### src/rtl/pic_pkg.sv
//------------------------------------------------------------------------------
// pic_pkg : shared types and encodings for the pic_core_n interrupt controller
// Revision: 1.0
//------------------------------------------------------------------------------
`default_nettype none

package pic_pkg;

    typedef enum logic [0:0] {
        IDLE  = 1'b0,
        WAIT2 = 1'b1
    } state_t;

    // Command field din[7:6] for a0=0 writes
    localparam logic [1:0] CMD_MODE = 2'b00;
    localparam logic [1:0] CMD_RSVD = 2'b01;
    localparam logic [1:0] CMD_EOI  = 2'b10;
    localparam logic [1:0] CMD_BASE = 2'b11;

    localparam int MODE_LTIM    = 0;
    localparam int MODE_AEOI    = 1;
    localparam int MODE_ROT     = 2;
    localparam int MODE_RIS     = 3;
    localparam int EOI_SPECIFIC = 5;

endpackage

`default_nettype wire

### src/rtl/pic_prio_resolver.sv
//------------------------------------------------------------------------------
// pic_prio_resolver : find-first over a request vector, starting just above low_ptr
// Revision: 1.0
//------------------------------------------------------------------------------
`default_nettype none

module pic_prio_resolver #(
    parameter int NUM_IRQ = 8,
    parameter int L       = $clog2(NUM_IRQ)
) (
    input  logic [NUM_IRQ-1:0] req,
    input  logic [L-1:0]       low_ptr,
    output logic               valid,
    output logic [L-1:0]       idx
);

    logic [L-1:0] ch;

    // Scan from lowest to highest priority so the last hit is the winner;
    // the L-bit add wraps modulo NUM_IRQ because NUM_IRQ is a power of two.
    always_comb begin
        valid = 1'b0;
        idx   = '0;
        ch    = '0;
        for (int k = NUM_IRQ - 1; k >= 0; k--) begin
            ch = low_ptr + L'(k + 1);
            if (req[ch]) begin
                valid = 1'b1;
                idx   = ch;
            end
        end
    end

endmodule

`default_nettype wire

### src/rtl/pic_core_n.sv
//------------------------------------------------------------------------------
// pic_core_n : parametrised 8259-style interrupt controller, single clock, no cascade
// Revision: 1.0
//------------------------------------------------------------------------------
`default_nettype none

module pic_core_n
    import pic_pkg::*;
#(
    parameter int NUM_IRQ = 8
) (
    input  logic               clk,
    input  logic               rst,
    input  logic               cs,
    input  logic               wr,
    input  logic               rd,
    input  logic               a0,
    input  logic [7:0]         din,
    output logic [7:0]         dout,
    input  logic [NUM_IRQ-1:0] irq,
    input  logic               inta,
    output logic               int_o,
    output logic               vec_valid
);

    localparam int L = $clog2(NUM_IRQ);

    state_t               state;
    logic [NUM_IRQ-1:0]   irr;
    logic [NUM_IRQ-1:0]   isr;
    logic [NUM_IRQ-1:0]   imr;
    logic [NUM_IRQ-1:0]   irq_q;
    logic [7:0]           vbase;
    logic                 base_arm;
    logic                 ltim;
    logic                 aeoi;
    logic                 rot_en;
    logic                 ris;
    logic [L-1:0]         low_ptr;
    logic [L-1:0]         win;
    logic                 spurious;

    logic                 wr_cyc;
    logic                 rd_cyc;
    logic                 eoi_cmd;
    logic                 eoi_do;
    logic [L-1:0]         eoi_ch;
    logic [NUM_IRQ-1:0]   isr_eoi;
    logic [L-1:0]         low_ptr_eoi;
    logic                 isr_top_valid;
    logic [L-1:0]         isr_top;
    logic                 req_valid;
    logic [L-1:0]         req_idx;
    logic [L-1:0]         req_rank;
    logic [L-1:0]         c_rank;
    logic                 isr_block;
    logic                 pending;
    logic                 ack1;
    logic                 ack2;
    logic                 aeoi_clr;
    logic [L-1:0]         ack_ch;
    logic [NUM_IRQ-1:0]   ack_clr;
    logic [NUM_IRQ-1:0]   hold;
    logic [NUM_IRQ-1:0]   isr_n;
    logic [NUM_IRQ-1:0]   irr_n;
    logic [L-1:0]         low_ptr_n;
    logic [7:0]           vector;

    assign wr_cyc  = cs & wr;
    assign rd_cyc  = cs & rd;
    assign eoi_cmd = wr_cyc & ~a0 & (din[7:6] == CMD_EOI);
    assign ack1    = (state == IDLE) & inta;
    assign ack2    = (state == WAIT2) & inta;
    assign vector  = (vbase & ~8'(NUM_IRQ - 1)) | 8'(win);

    pic_prio_resolver #(.NUM_IRQ(NUM_IRQ), .L(L)) u_prio_isr (
        .req     (isr),
        .low_ptr (low_ptr),
        .valid   (isr_top_valid),
        .idx     (isr_top)
    );

    pic_prio_resolver #(.NUM_IRQ(NUM_IRQ), .L(L)) u_prio_req (
        .req     (irr & ~imr),
        .low_ptr (low_ptr_eoi),
        .valid   (req_valid),
        .idx     (req_idx)
    );

    // EOI lands first so that a same-cycle acknowledge arbitrates against the
    // post-EOI in-service set and rotated pointer.
    always_comb begin
        eoi_ch      = din[EOI_SPECIFIC] ? din[L-1:0] : isr_top;
        eoi_do      = eoi_cmd & (din[EOI_SPECIFIC] | isr_top_valid);
        isr_eoi     = eoi_do ? (isr & ~(NUM_IRQ'(1) << eoi_ch)) : isr;
        low_ptr_eoi = (eoi_do & rot_en) ? eoi_ch : low_ptr;
    end

    // A request is pending only if no in-service channel ranks at or above it.
    always_comb begin
        req_rank  = req_idx - low_ptr_eoi - L'(1);
        c_rank    = '0;
        isr_block = 1'b0;
        for (int c = 0; c < NUM_IRQ; c++) begin
            c_rank = L'(c) - low_ptr_eoi - L'(1);
            if (isr_eoi[c] && (c_rank <= req_rank)) begin
                isr_block = 1'b1;
            end
        end
        pending = req_valid & ~isr_block;
    end

    always_comb begin
        ack_ch    = pending ? req_idx : low_ptr_eoi;
        ack_clr   = (ack1 & pending) ? (NUM_IRQ'(1) << req_idx) : '0;
        hold      = ((state == WAIT2) & ~spurious) ? (NUM_IRQ'(1) << win) : '0;
        aeoi_clr  = ack2 & aeoi & ~spurious;
        isr_n     = isr_eoi | ack_clr;
        if (aeoi_clr) begin
            isr_n = isr_n & ~(NUM_IRQ'(1) << win);
        end
        low_ptr_n = (aeoi_clr & rot_en) ? win : low_ptr_eoi;
        // Edge mode: a new edge beats a same-cycle acknowledge clear.
        if (ltim) begin
            irr_n = irq & ~ack_clr & ~hold;
        end else begin
            irr_n = (irr & ~ack_clr) | (irq & ~irq_q);
        end
    end

    always_ff @(posedge clk or posedge rst) begin
        if (rst) begin
            state     <= IDLE;
            irr       <= '0;
            isr       <= '0;
            imr       <= '1;
            irq_q     <= '0;
            vbase     <= 8'h00;
            base_arm  <= 1'b0;
            ltim      <= 1'b0;
            aeoi      <= 1'b0;
            rot_en    <= 1'b0;
            ris       <= 1'b0;
            low_ptr   <= L'(NUM_IRQ - 1);
            win       <= '0;
            spurious  <= 1'b0;
            dout      <= 8'h00;
            int_o     <= 1'b0;
            vec_valid <= 1'b0;
        end else begin
            irq_q     <= irq;
            irr       <= irr_n;
            isr       <= isr_n;
            low_ptr   <= low_ptr_n;
            vec_valid <= 1'b0;

            if (wr_cyc) begin
                if (a0) begin
                    if (base_arm) begin
                        vbase    <= din;
                        base_arm <= 1'b0;
                    end else begin
                        imr <= din[NUM_IRQ-1:0];
                    end
                end else begin
                    case (din[7:6])
                        CMD_MODE: begin
                            ltim   <= din[MODE_LTIM];
                            aeoi   <= din[MODE_AEOI];
                            rot_en <= din[MODE_ROT];
                            ris    <= din[MODE_RIS];
                        end
                        CMD_BASE: base_arm <= 1'b1;
                        CMD_RSVD: ;
                        default:  ;
                    endcase
                end
            end

            if (rd_cyc) begin
                dout <= a0 ? 8'(imr) : (ris ? 8'(isr) : 8'(irr));
            end

            case (state)
                IDLE: begin
                    if (inta) begin
                        int_o    <= 1'b0;
                        win      <= ack_ch;
                        spurious <= ~pending;
                        state    <= WAIT2;
                    end else begin
                        int_o <= pending;
                    end
                end
                WAIT2: begin
                    int_o <= 1'b0;
                    if (inta) begin
                        dout      <= vector;
                        vec_valid <= 1'b1;
                        state     <= IDLE;
                    end
                end
                default: state <= IDLE;
            endcase
        end
    end

endmodule

`default_nettype wire

### config.mk
export PLATFORM = sky130hd
export DESIGN_NAME = pic_core_n
export DESIGN_NICKNAME = d
export VERILOG_FILES = /design/src/rtl/pic_pkg.sv /design/src/rtl/pic_prio_resolver.sv /design/src/rtl/pic_core_n.sv
export SDC_FILE = /design/constraint.sdc
export NUM_CORES = 1
export LEC_CHECK = 0
export CAP_MARGIN = 0
export CELL_PAD_IN_SITES_DETAIL_PLACEMENT = 1
export CELL_PAD_IN_SITES_GLOBAL_PLACEMENT = 1
export CORE_ASPECT_RATIO = 1.4
export CORE_MARGIN = 2
export CORE_UTILIZATION = 45
export CTS_BUF_LIST = sky130_fd_sc_hd__clkbuf_16
export DETAILED_ROUTE_END_ITERATION = 16
export PLACE_DENSITY = 0.88
export SETUP_SLACK_MARGIN = 0.3
export SLEW_MARGIN = 20
export SYNTH_ARGS = -nofsm -noshare
export SYNTH_HDL_FRONTEND = slang
export SYNTH_SLANG_ARGS = --single-unit
### constraint.sdc
create_clock -name clk -period 10.5 [get_ports clk]
set_input_delay 2.1 -clock clk [delete_from_list [all_inputs] [get_ports clk]]
set_output_delay 2.1 -clock clk [all_outputs]
set_load 0.03 [all_outputs]
## Word level (Yosys, flattened, before mapping)

Index checks and enable logic that the tools add are counted.

| storage, ports and cells | value |
|---|---|
| register bits after elaboration | 63 |
| input port bits | 23 |

| cells by class | value |
|---|---|
| equality and inequality tests | 2 |
| mux-type cells | 94 |
| add/subtract/negate cells | 32 |
| reductions and logical operators | 15 |
| bitwise operators | 37 |
| $lt $le $gt $ge | 24 |
| shifts and indexed selects | 3 |

Operators by type and width:

| cell | number |
|---|---|
| two-way mux 8 bit | 10 |
| less-than comparator 3 x 4 -> 1 bit (second input constant) | 16 |
| two-way mux 3 bit | 20 |
| AND 8 bit | 7 |
| binary-select mux 1 bit (select 3 bit) | 16 |
| inverter 8 bit | 6 |
| two-way mux 1 bit | 46 |
| subtractor 3 x 1 -> 3 bit (second input constant) | 9 |
| adder 3 bit (second input constant) | 8 |
| less-or-equal comparator 3 bit | 8 |
| << shifter 1 x 3 -> 8 bit (first input constant) | 3 |
| OR 8 bit | 2 |
| AND 1 bit | 14 |
| adder 3 x 2 -> 3 bit (second input constant) | 4 |
| subtractor 3 bit (first input constant) | 4 |
| AND reduction 3 bit | 3 |
| logical AND 1 bit | 8 |
| OR 8 x 3 -> 8 bit | 1 |
| adder 3 x 1 -> 3 bit (second input constant) | 2 |
| inverter 1 bit | 6 |
| subtractor 1 x 3 -> 3 bit (first input constant) | 2 |
| subtractor 2 x 3 -> 3 bit (first input constant) | 2 |
| == test 2 bit (second input constant) | 2 |
| case mux 1 bit (2 select lines) | 2 |
| other kinds (5) | 6 |

## Longest topological paths before layout

Gate-level depths: netlist of the first run.

| logic depth | value |
|---|---|
| word-level depth | 44 |
| gate-level depth with buffers | 37 |

## Modules after synthesis

From an unflattened synthesis of the first run, not the netlist that was laid out.

| unflattened totals | value |
|---|---|
| cells, all modules | 522 |
| area total of the unflattened synthesis | 4,863.4 um^2 |

Modules (own cells, without submodules):

| module | instances | area an instance (um^2) | sequential area each (um^2) | cells each |
|---|---|---|---|---|
| pic_core_n | 1 | 3,514.6 | 1,515.2 | 368 |
| pic_prio_resolver | 2 | 674.4 | 0.0 | 77 |

## Worst setup path after synthesis of the first run

No wires, ideal clock.

| timing | value |
|---|---|
| path kind | input-to-reg |
| start point | input port cs |
| end point | register irr[6] |
| data arrival time | 8,889 ps |
| slack | 1,485 ps |
| buffers on the path | 4 |
| cell stages on the path | 31 |
| path through | nand2_1 nor4b_1 o311ai_4 nor4_2 a21oi_4 inv_4 buf_2 buf_1 ha_1 clkbuf_1 inv_1 nor2_1 a21oi_1 a21oi_1 o32ai_1 a311o_1 or2_0 a221o_1 a31oi_1 o31ai_2 fa_1 nor2_1 o21ai_0 a221oi_1 a211oi_2 a32oi_1 nor3_1 nor4_4 buf_6 nand2_1 a221o_1 |

| between the ends | value |
|---|---|
| word-level cells in the longest chain between the ends | 36 |

RTL lines:

| what | RTL line | source |
|---|---|---|
| start, declared | pic_core_n.sv:14 | `input logic cs,` |
| AND 1 bit (*) | pic_core_n.sv:69 | `assign wr_cyc = cs & wr;` |
| AND 1 bit (*) (2 in series) | pic_core_n.sv:71 | `assign eoi_cmd = wr_cyc & ~a0 & (din[7:6] == CMD_EOI);` |
| AND 1 bit (*) | pic_core_n.sv:94 | `eoi_do = eoi_cmd & (din[EOI_SPECIFIC] \| isr_top_valid);` |
| AND 1 bit | pic_core_n.sv:96 | `low_ptr_eoi = (eoi_do & rot_en) ? eoi_ch : low_ptr;` |
| two-way mux 3 bit | pic_core_n.sv:96 |  |
| adder 3 bit or binary-select mux 1 bit (select 3 bit) (tied branches) | pic_prio_resolver.sv:26, pic_prio_resolver.sv:27 |  |
| binary-select mux 1 bit (select 3 bit) or two-way mux 1 bit (tied branches) | pic_prio_resolver.sv:27 | `if (req[ch]) begin` |
| two-way mux 1 bit (implied by the code) or two-way mux 3 bit (tied branches) | pic_prio_resolver.sv:27 |  |
| [... 20 more ...] | -- |  |
| AND 1 bit | pic_core_n.sv:110 | `pending = req_valid & ~isr_block;` |
| AND 1 bit | pic_core_n.sv:115 | `ack_clr = (ack1 & pending) ? (NUM_IRQ'(1) << req_idx) : '0;` |
| two-way mux 8 bit (*) | pic_core_n.sv:115 |  |
| inverter 8 bit (*) | pic_core_n.sv:125, pic_core_n.sv:127 |  |
| AND 8 bit (on tied branches) | pic_core_n.sv:127, pic_core_n.sv:125 |  |
| OR 8 bit or AND 8 bit (tied branches) | pic_core_n.sv:127, pic_core_n.sv:125 |  |
| two-way mux 8 bit (*) | pic_core_n.sv:124 | `if (ltim) begin` |
| via irr_n[6] | pic_core_n.sv:65 | `logic [NUM_IRQ-1:0] irr_n;` |
| end signal, assigned | pic_core_n.sv:152 | `irr <= irr_n;` |
| end, declared | pic_core_n.sv:29 | `logic [NUM_IRQ-1:0] irr;` |

The timed path passes the listed nets; every way through them passes the cells marked *. The select of a mux whose other input is x is not followed.
A chain may end at the register's enable or synchronous reset.

## Worst setup path in the final report of the first run

| timing | value |
|---|---|
| start point | input port cs |
| end point | register irr[3] |

The elaborated chain is that of the path after synthesis.

==> reports/qor.txt, run 1 <==
Status -> finished clean
Via count -> 6,135
Multi-input logic area -> 0.00404 mm²
Layout cell share with drive strength beyond 1 -> 15.4%
# hold bufs at CTS -> 0
Wirelength, routed -> 23.1 mm
Total CTS buffers -> 9
Net Count, Synth -> 721
Ys flop type -> dfrtp_1
CP Class -> input port to register
Yosys warns -> 0
Routed vias/inst -> 7.13
RePlAce Congestion -> 1.00
Antenna cells -> 0
Mapped Area -> 0.00582 mm²
Routed WL per cell -> 26.8 µm
Post-synth EDFFs -> 0
Final hold violations -> 0
Core area -> 0.0128 mm²
# fillers -> 1,517
CTS tree -> built
Tot GR Track Use -> 33.2%
DR iter-0 viols -> 477
# rows -> 49
Pre-CTS setup slack -> 0.418 ns
WP data required -> 10.71 ns
First-pass DRT Iterations -> 7
Dpl hpwl -> 16.5 mm
Hold WC Path Type -> register to register
Clk root buf -> clkbuf_16
Final setup fails -> 0
Largest net degree at the start of global routing -> 61
Critical path fanouts, max -> 27
Clock sink count -> 60
Highest-delay cell along the critical path -> clkdlybuf4s50_1
Port bufs -> 32
CTS max path bufs -> 2
Storage element area -> 0.00152 mm²
Arr. time, crit path -> 9.81 ns
Slew HR -> 28.7%
Initial core utilization -> 45.7%
Die height -> 139 µm
CP startpoint kind -> input port
Post-route minimum period -> 9.61 ns
Initial antenna violation count -> 1
Crit-path most repeated cell -> nor2_1
Period utilization -> 91.5%
Vias in the first global route -> 6,443
RSZ-0062 raised after global routing -> no
Synth top area share -> 21.1%
Net count, final -> 737
Worst-Skew Late Latency -> 0.34 ns
PnR worst setup slack -> 0.894 ns
Global-route wire length before repair -> 36.0 mm
Max cap viols -> 0
Die ar. -> 0.0139 mm²
Mapped Cells -> 688
Final Cell Area -> 0.00659 mm²
Count leader, synth -> nor2_1
Crit end category -> register
Final ANT Viol Nets -> 0
Cell family with most CP delay -> compound AO/OA/AOI/OAI gates
Residual DRC count -> 0
GR Overflow Total -> 0
Most area-consuming cells after synthesis -> dfrtp_1, mux2i_1, mux2_2
Synth Register Bits -> 60
Leading area contributor after synthesis -> dfrtp_1
Layout area overhead -> 13.2%
Mean area per synthesized cell -> 8.46 µm²
Htree depth -> 3
Die width -> 100 µm
Io pins -> 33
Clock transition at path regs -> 0.05 ns
Cell Area, Placed -> 0.00621 mm²
Clock Skew -> 0.00938 ns
Setup TNS -> 0 ns
Netlist cell types -> 85
Slowest stage delay, CP -> 0.58 ns
Asr flop ratio synth -> 100%
Final Slew Violations -> 0
Sequential area share after synthesis -> 26.0%
Most frequent cells after synthesis -> nor2_1, nand2_1, a21oi_1
Worst slew pin tran -> 1.06 ns
Fmax -> 104 MHz
CP Buf/Inv Count -> 5
## through the flow
step | utilization [%] | std cells | hold slack, ns
after floorplan | - | 688 | 0.444
after global placement | 48.7 | 841 | 0.451
after detailed placement | 48.7 | 841 | 0.497
after CTS | 51.3 | 856 | 0.516
after global routing | 51.7 | 861 | 0.531
final | 51.7 | 861 | 0.514
## metal layers
metal,vias to the layer above,global-route usage (%),wire length [µm]
li1,2647,-,-
met5,-,0,17
met1,3067,38.1,8370
met4,2,18.9,1370
met2,318,58.4,12000
met3,101,3.98,1330
## worst reg2reg max path, delay by kind of cell, from the launching register on
family | cells | cell delay (ns)
compound gates | 13 | 2.95
simple gates | 10 | 2.01
fa+ha+maj | 3 | 1.72
buf+inv | 4 | 0.98
mux | 2 | 0.90
flops | 1 | 0.84
## logic make-up after synthesis
| logic type | after synthesis | synth area share [%] |
|---|---|---|
| flops | 60 | 26.0 |
| fa+ha+maj | 10 | 2.28 |
| buf+inv | 63 | 4.81 |
| simple gates | 246 | 20.8 |
| compound gates | 227 | 29.0 |
| mux | 71 | 15.4 |
| xor+xnor | 11 | 1.65 |
## layout make-up
| type | instances | share of cell area [%] |
|---|---|---|
| Inverter | 21 | 1.27 |
| Sequential cell | 60 | 23.0 |
| Clock inverter | 6 | 1.58 |
| Tap cell | 153 | 2.90 |
| Clock buffer | 9 | 3.42 |
| Multi-Input combinational cell | 565 | 61.2 |
| Timing Repair Buffer | 47 | 6.57 |
## state kept, by name, indices dropped and copies added (netlist names)
register   cells
rot_en         1
imr            8
win            3
int_o          1
ltim           1
vec_valid      1
irr            8
isr            8
irq_q          8
base_arm       1
spurious       1
ris            1
dout           8
aeoi           1
vbase          5
state          1
low_ptr        3
## placed cells by master, fill, tap and decap left out, drive strengths merged, types with 12 or more instances in the layout
cell type	instances
clkdlybuf4s50	32
nand2b	18
buf	15
o21ai	36
nor2b	21
nor2	73
mux2	28
nand3	13
dfrtp	49
inv	21
a21oi	55
o211ai	22
mux4	12
mux2i	31
nand2	66
## path summary, 6_finish.rpt
| kind | startpoint | endpoint | slack [ns] | cells after the start |
|---|---|---|---|---|
| max | cs | irr[3] | 0.89 | 31 |
| max in group asynchronous | rst | irr[2] | 7.67 | 3 |
| min reg2reg | vbase[3] | dout[3] | 0.51 | 2 |
| max reg2reg | low_ptr[1] | irr[3] | 0.96 | 32 |
| min | vbase[3] | dout[3] | 0.51 | 2 |
| min in group asynchronous | rst | dout[1] | 2.34 | 3 |
## what timing repair did
action	4_1_cts	5_1_grt
gates resized for setup	0	4
endpoints found under the setup margin	0	21
buffers inserted	0	5
endpoints found under the hold margin	0	0
Power of run 1 is not shown: default switching activity piles up to over one toggle a cycle in this logic, so the estimate is an artifact.
==> run 2: changes to the inputs <==
- CAP_MARGIN: 0 -> default
- CORE_MARGIN: 2 -> 5
- TNS_END_PERCENT: default -> 20
==> run 2 against run 1 <==
Flip-flop and latch count is the same; final area is 0.59% lower; setup slack worse by 0.12 ns; clock skew down 0.0066 ns; worst hold slack got worse by 0.028 ns; global-route usage shrank 3.8 points; non-clock buffer count shrank 5; die area up 11%; first-iteration DRC count down 6.1%; register-to-register slack lost 0.19 ns; fmax fell by 1.2%.
==> reports/qor.txt, run 2 (synthesis results as in run 1) <==
Io pins -> 33
Layout area overhead -> 12.5%
Clock transition at path regs -> 0.05 ns
# hold bufs at CTS -> 0
Htree depth -> 3
Net count, final -> 732
Clock Skew -> 0.00274 ns
Setup TNS -> 0 ns
Fmax -> 103 MHz
Largest net degree at the start of global routing -> 61
Post-CTS sizing -> 0
Crit end category -> register
Final setup fails -> 0
RePlAce Congestion -> 0.972
Final hold violations -> 0
WP data required -> 10.71 ns
Via count -> 5,944
First-pass DRT Iterations -> 5
CTS max path bufs -> 2
Tot GR Track Use -> 29.4%
Die width -> 106 µm
RSZ-0062 raised after global routing -> no
Core area -> 0.0128 mm²
Post-route minimum period -> 9.73 ns
Highest-delay cell along the critical path -> dfstp_2
Commonest non-fill, non-tap cell in the layout -> nor2_1
Slowest stage delay, CP -> 0.86 ns
Status -> finished clean
Hold_ws -> 0.486 ns
Global-route wire length before repair -> 35.3 mm
Crit-path most repeated cell -> nand2_1
Initial core utilization -> 45.7%
Slew HR -> 27.7%
Post-CTS Setup Repair Bufs -> 0
Routed vias/inst -> 6.94
CP startpoint kind -> register
Die ar. -> 0.0153 mm²
Layout cell share with drive strength beyond 1 -> 14.5%
Cell Area, Placed -> 0.00621 mm²
Routed WL per cell -> 26.0 µm
Most frequent cells in the layout -> nor2_1, nand2_1, a21oi_1, dfrtp_1, clkdlybuf4s50_1
Final Cell Area -> 0.00655 mm²
Initial antenna violation count -> 0
CTS tree -> built
Clock sink count -> 60
Pre-CTS setup slack -> 0.654 ns
GR Overflow Total -> 0
Arr. time, crit path -> 9.93 ns
# rows -> 49
Worst slew pin tran -> 1.07 ns
CP Class -> register to register
Vias in the first global route -> 6,541
PnR worst setup slack -> 0.775 ns
Worst-Skew Late Latency -> 0.33 ns
# fillers -> 1,503
DR iter-0 viols -> 448
Max cap viols -> 0
Port bufs -> 32
Final Slew Violations -> 0
Critical path fanouts, max -> 23
Final ANT Viol Nets -> 0
Antenna cells -> 0
Total CTS buffers -> 9
Wirelength, routed -> 22.3 mm
Clk root buf -> clkbuf_16
Period utilization -> 92.6%
Residual DRC count -> 0
Hold WC Path Type -> register to register
Die height -> 145 µm
Dpl hpwl -> 16.6 mm
[run 2: changes by cell type in the layout (fill, tap and decap cells not counted)]
| cell | delta |
|---|---|
| clkinvlp_4 | +1 |
| clkinv_2 | -2 |
| inv_1 | +1 |
| buf_4 | -5 |
| ha_1 | +1 |
| ha_2 | -1 |
[run 2: metal layers]
metal / routed length (µm) / global-route usage (%)
met5: 0 / 0
met4: 1290 / 17.5
met3: 1380 / 4.87
met2: 11500 / 54.0
met1: 8080 / 31.6
[run 2: worst paths after layout]
kind | endpoint | from | slack [ns] | depth (start not counted)
min in group asynchronous | vbase[3] | rst | 2.31 | 3
min reg2reg | dout[3] | vbase[3] | 0.49 | 2
max | irr[0] | low_ptr[1] | 0.77 | 32
max reg2reg | irr[0] | low_ptr[1] | 0.77 | 32
min | dout[3] | vbase[3] | 0.49 | 2
max in group asynchronous | irr[2] | rst | 7.66 | 3
[run 2: cell type report]
| type | count | area [µm²] | area share [%] |
|---|---|---|---|
| Clock buffer | 9 | 225 | 3.44 |
| Clock inverter | 6 | 105 | 1.60 |
| Inverter | 21 | 83.8 | 1.28 |
| Multi-Input combinational cell | 565 | 4030 | 61.6 |
| Sequential cell | 60 | 1520 | 23.2 |
| Tap cell | 153 | 191 | 2.92 |
| Timing Repair Buffer | 42 | 395 | 6.03 |
[run 2: critical path, delay by kind of cell (launching register included)]
kind,cells,cell delay [ns]
flops,1,0.86
simple gates,10,2.19
buf+inv,4,0.82
compound gates,13,3.00
mux,2,0.88
fa+ha+maj,3,1.82
[run 2: metrics by stage]
step / instances / util, %
3_5_place_dp: 841 / 48.7
4_1_cts: 856 / 51.3
2_1_floorplan: 688 / -
5_1_grt: 856 / 51.4
6_report: 856 / 51.4
3_3_place_gp: 841 / 48.7
Power of run 2 is left out for the same reason.
==> run 3: changes to the inputs <==
- CORE_MARGIN: 5 -> 3
==> run 3 against run 2 <==
Clock-buffer cell count is the same; fmax grew 0.21%; global-route usage grew 1.5 points; first-iteration DRC count grew 23%; final cell count grew 0.23%; core utilization grew 1.1 points; critical path type is now input port to register.
==> reports/qor.txt, run 3 (synthesis results as in run 1) <==
Clock Skew -> 0.00317 ns
RePlAce Congestion -> 0.929
Dpl hpwl -> 16.0 mm
Final ANT Viol Nets -> 0
Io pins -> 33
Core area -> 0.0125 mm²
Clock transition at path regs -> 0.05 ns
First-pass DRT Iterations -> 5
Critical path fanouts, max -> 23
Period utilization -> 92.4%
Worst-Skew Late Latency -> 0.33 ns
Die ar. -> 0.0144 mm²
Initial antenna violation count -> 0
Worst slew pin tran -> 1.03 ns
Total CTS buffers -> 9
Wirelength, routed -> 22.0 mm
# rows -> 48
Initial core utilization -> 46.6%
Routed WL per cell -> 25.7 µm
Clock sink count -> 60
DR iter-0 viols -> 549
Tot GR Track Use -> 30.9%
CP startpoint kind -> input port
# hold bufs at CTS -> 0
CTS max path bufs -> 2
Final hold violations -> 0
Vias in the first global route -> 6,419
Slew HR -> 30.8%
Max cap viols -> 0
CTS tree -> built
Fmax -> 103 MHz
Critical path depth -> 29
Via count -> 6,116
Die height -> 141 µm
Clk root buf -> clkbuf_16
Largest net degree at the start of global routing -> 61
Commonest non-fill, non-tap cell in the layout -> nor2_1
Highest-delay cell along the critical path -> clkdlybuf4s50_1
CP Buf/Inv Count -> 4
Post-route minimum period -> 9.70 ns
Residual DRC count -> 0
Crit end category -> register
Hold WC Path Type -> register to register
Setup TNS -> 0 ns
Port bufs -> 32
Cell family with most CP delay -> compound AO/OA/AOI/OAI gates
Die width -> 102 µm
Most frequent cells in the layout -> nor2_1, nand2_1, a21oi_1, dfrtp_1, clkdlybuf4s50_1
Status -> finished clean
Net count, final -> 736
Hold path cells -> 2
Layout cell share with drive strength beyond 1 -> 14.8%
Slowest stage delay, CP -> 0.59 ns
Arr. time, crit path -> 9.91 ns
Final Slew Violations -> 0
Htree depth -> 3
GR Overflow Total -> 0
WP data required -> 10.71 ns
# fillers -> 1,457
Crit-path most repeated cell -> nor2_1
Global-route wire length before repair -> 34.8 mm
Final setup fails -> 0
RSZ-0062 raised after global routing -> no
CP Class -> input port to register
Antenna cells -> 0
Layout area overhead -> 12.5%
R2r worst-path depth -> 30
Routed vias/inst -> 7.13
-- run 3: worst paths after layout --
check                            from       end  slack, ns
max                                cs    irr[2]       0.80
min                          vbase[7]   dout[7]       0.50
max reg2reg                low_ptr[1]    irr[2]       0.90
min reg2reg                  vbase[7]   dout[7]       0.50
max in group asynchronous         rst    irr[5]       7.68
min in group asynchronous         rst  vbase[4]       2.31
-- run 3: area by class of cell --
class,instances,area (µm²),area share (%)
clock inverters,7,57.6,0.878
well taps,150,188,2.86
clock buffers,9,225,3.44
inverters,21,83.8,1.28
flip-flops and latches,60,1520,23.2
multi-input cells,566,4060,62.0
repair buffers,45,418,6.38
-- run 3: stage by stage --
stage | utilization, % | hold WS (ns) | instances | instance area [µm²] | setup WS [ns]
global placement | 49.6 | 0.458 | 837 | 6200 | 0.799
CTS | 51.9 | 0.505 | 853 | 6480 | 0.489
global route | 52.5 | 0.528 | 858 | 6550 | 0.305
floorplan | - | 0.444 | 688 | 5820 | 1.49
detailed placement | 49.6 | 0.482 | 837 | 6200 | 0.378
finish | 52.5 | 0.502 | 858 | 6550 | 0.796
-- run 3: worst min-delay path: cells and delay by family, from the launching register on --
kind               cells  cell delay, ns
DFF                    1            0.34
AOI/OAI and AO/OA      1            0.07
and+or+nand+nor        1            0.05
-- run 3: per-layer routing --
layer  up-vias  part of all wire (%)  track usage [%]
li1       2639                     -                -
met1      3039                    37             35.8
met2       323                    51             54.0
met3       115                   5.7             4.01
met4         0                   6.0             16.9
met5         -                     0                0
-- run 3: what timing repair did --
item / in CTS / in global routing
setup endpoints to repair: 0 / 21
buffers inserted: 0 / 4
gates resized for setup: 0 / 4
Power of run 3 is left out for the same reason.
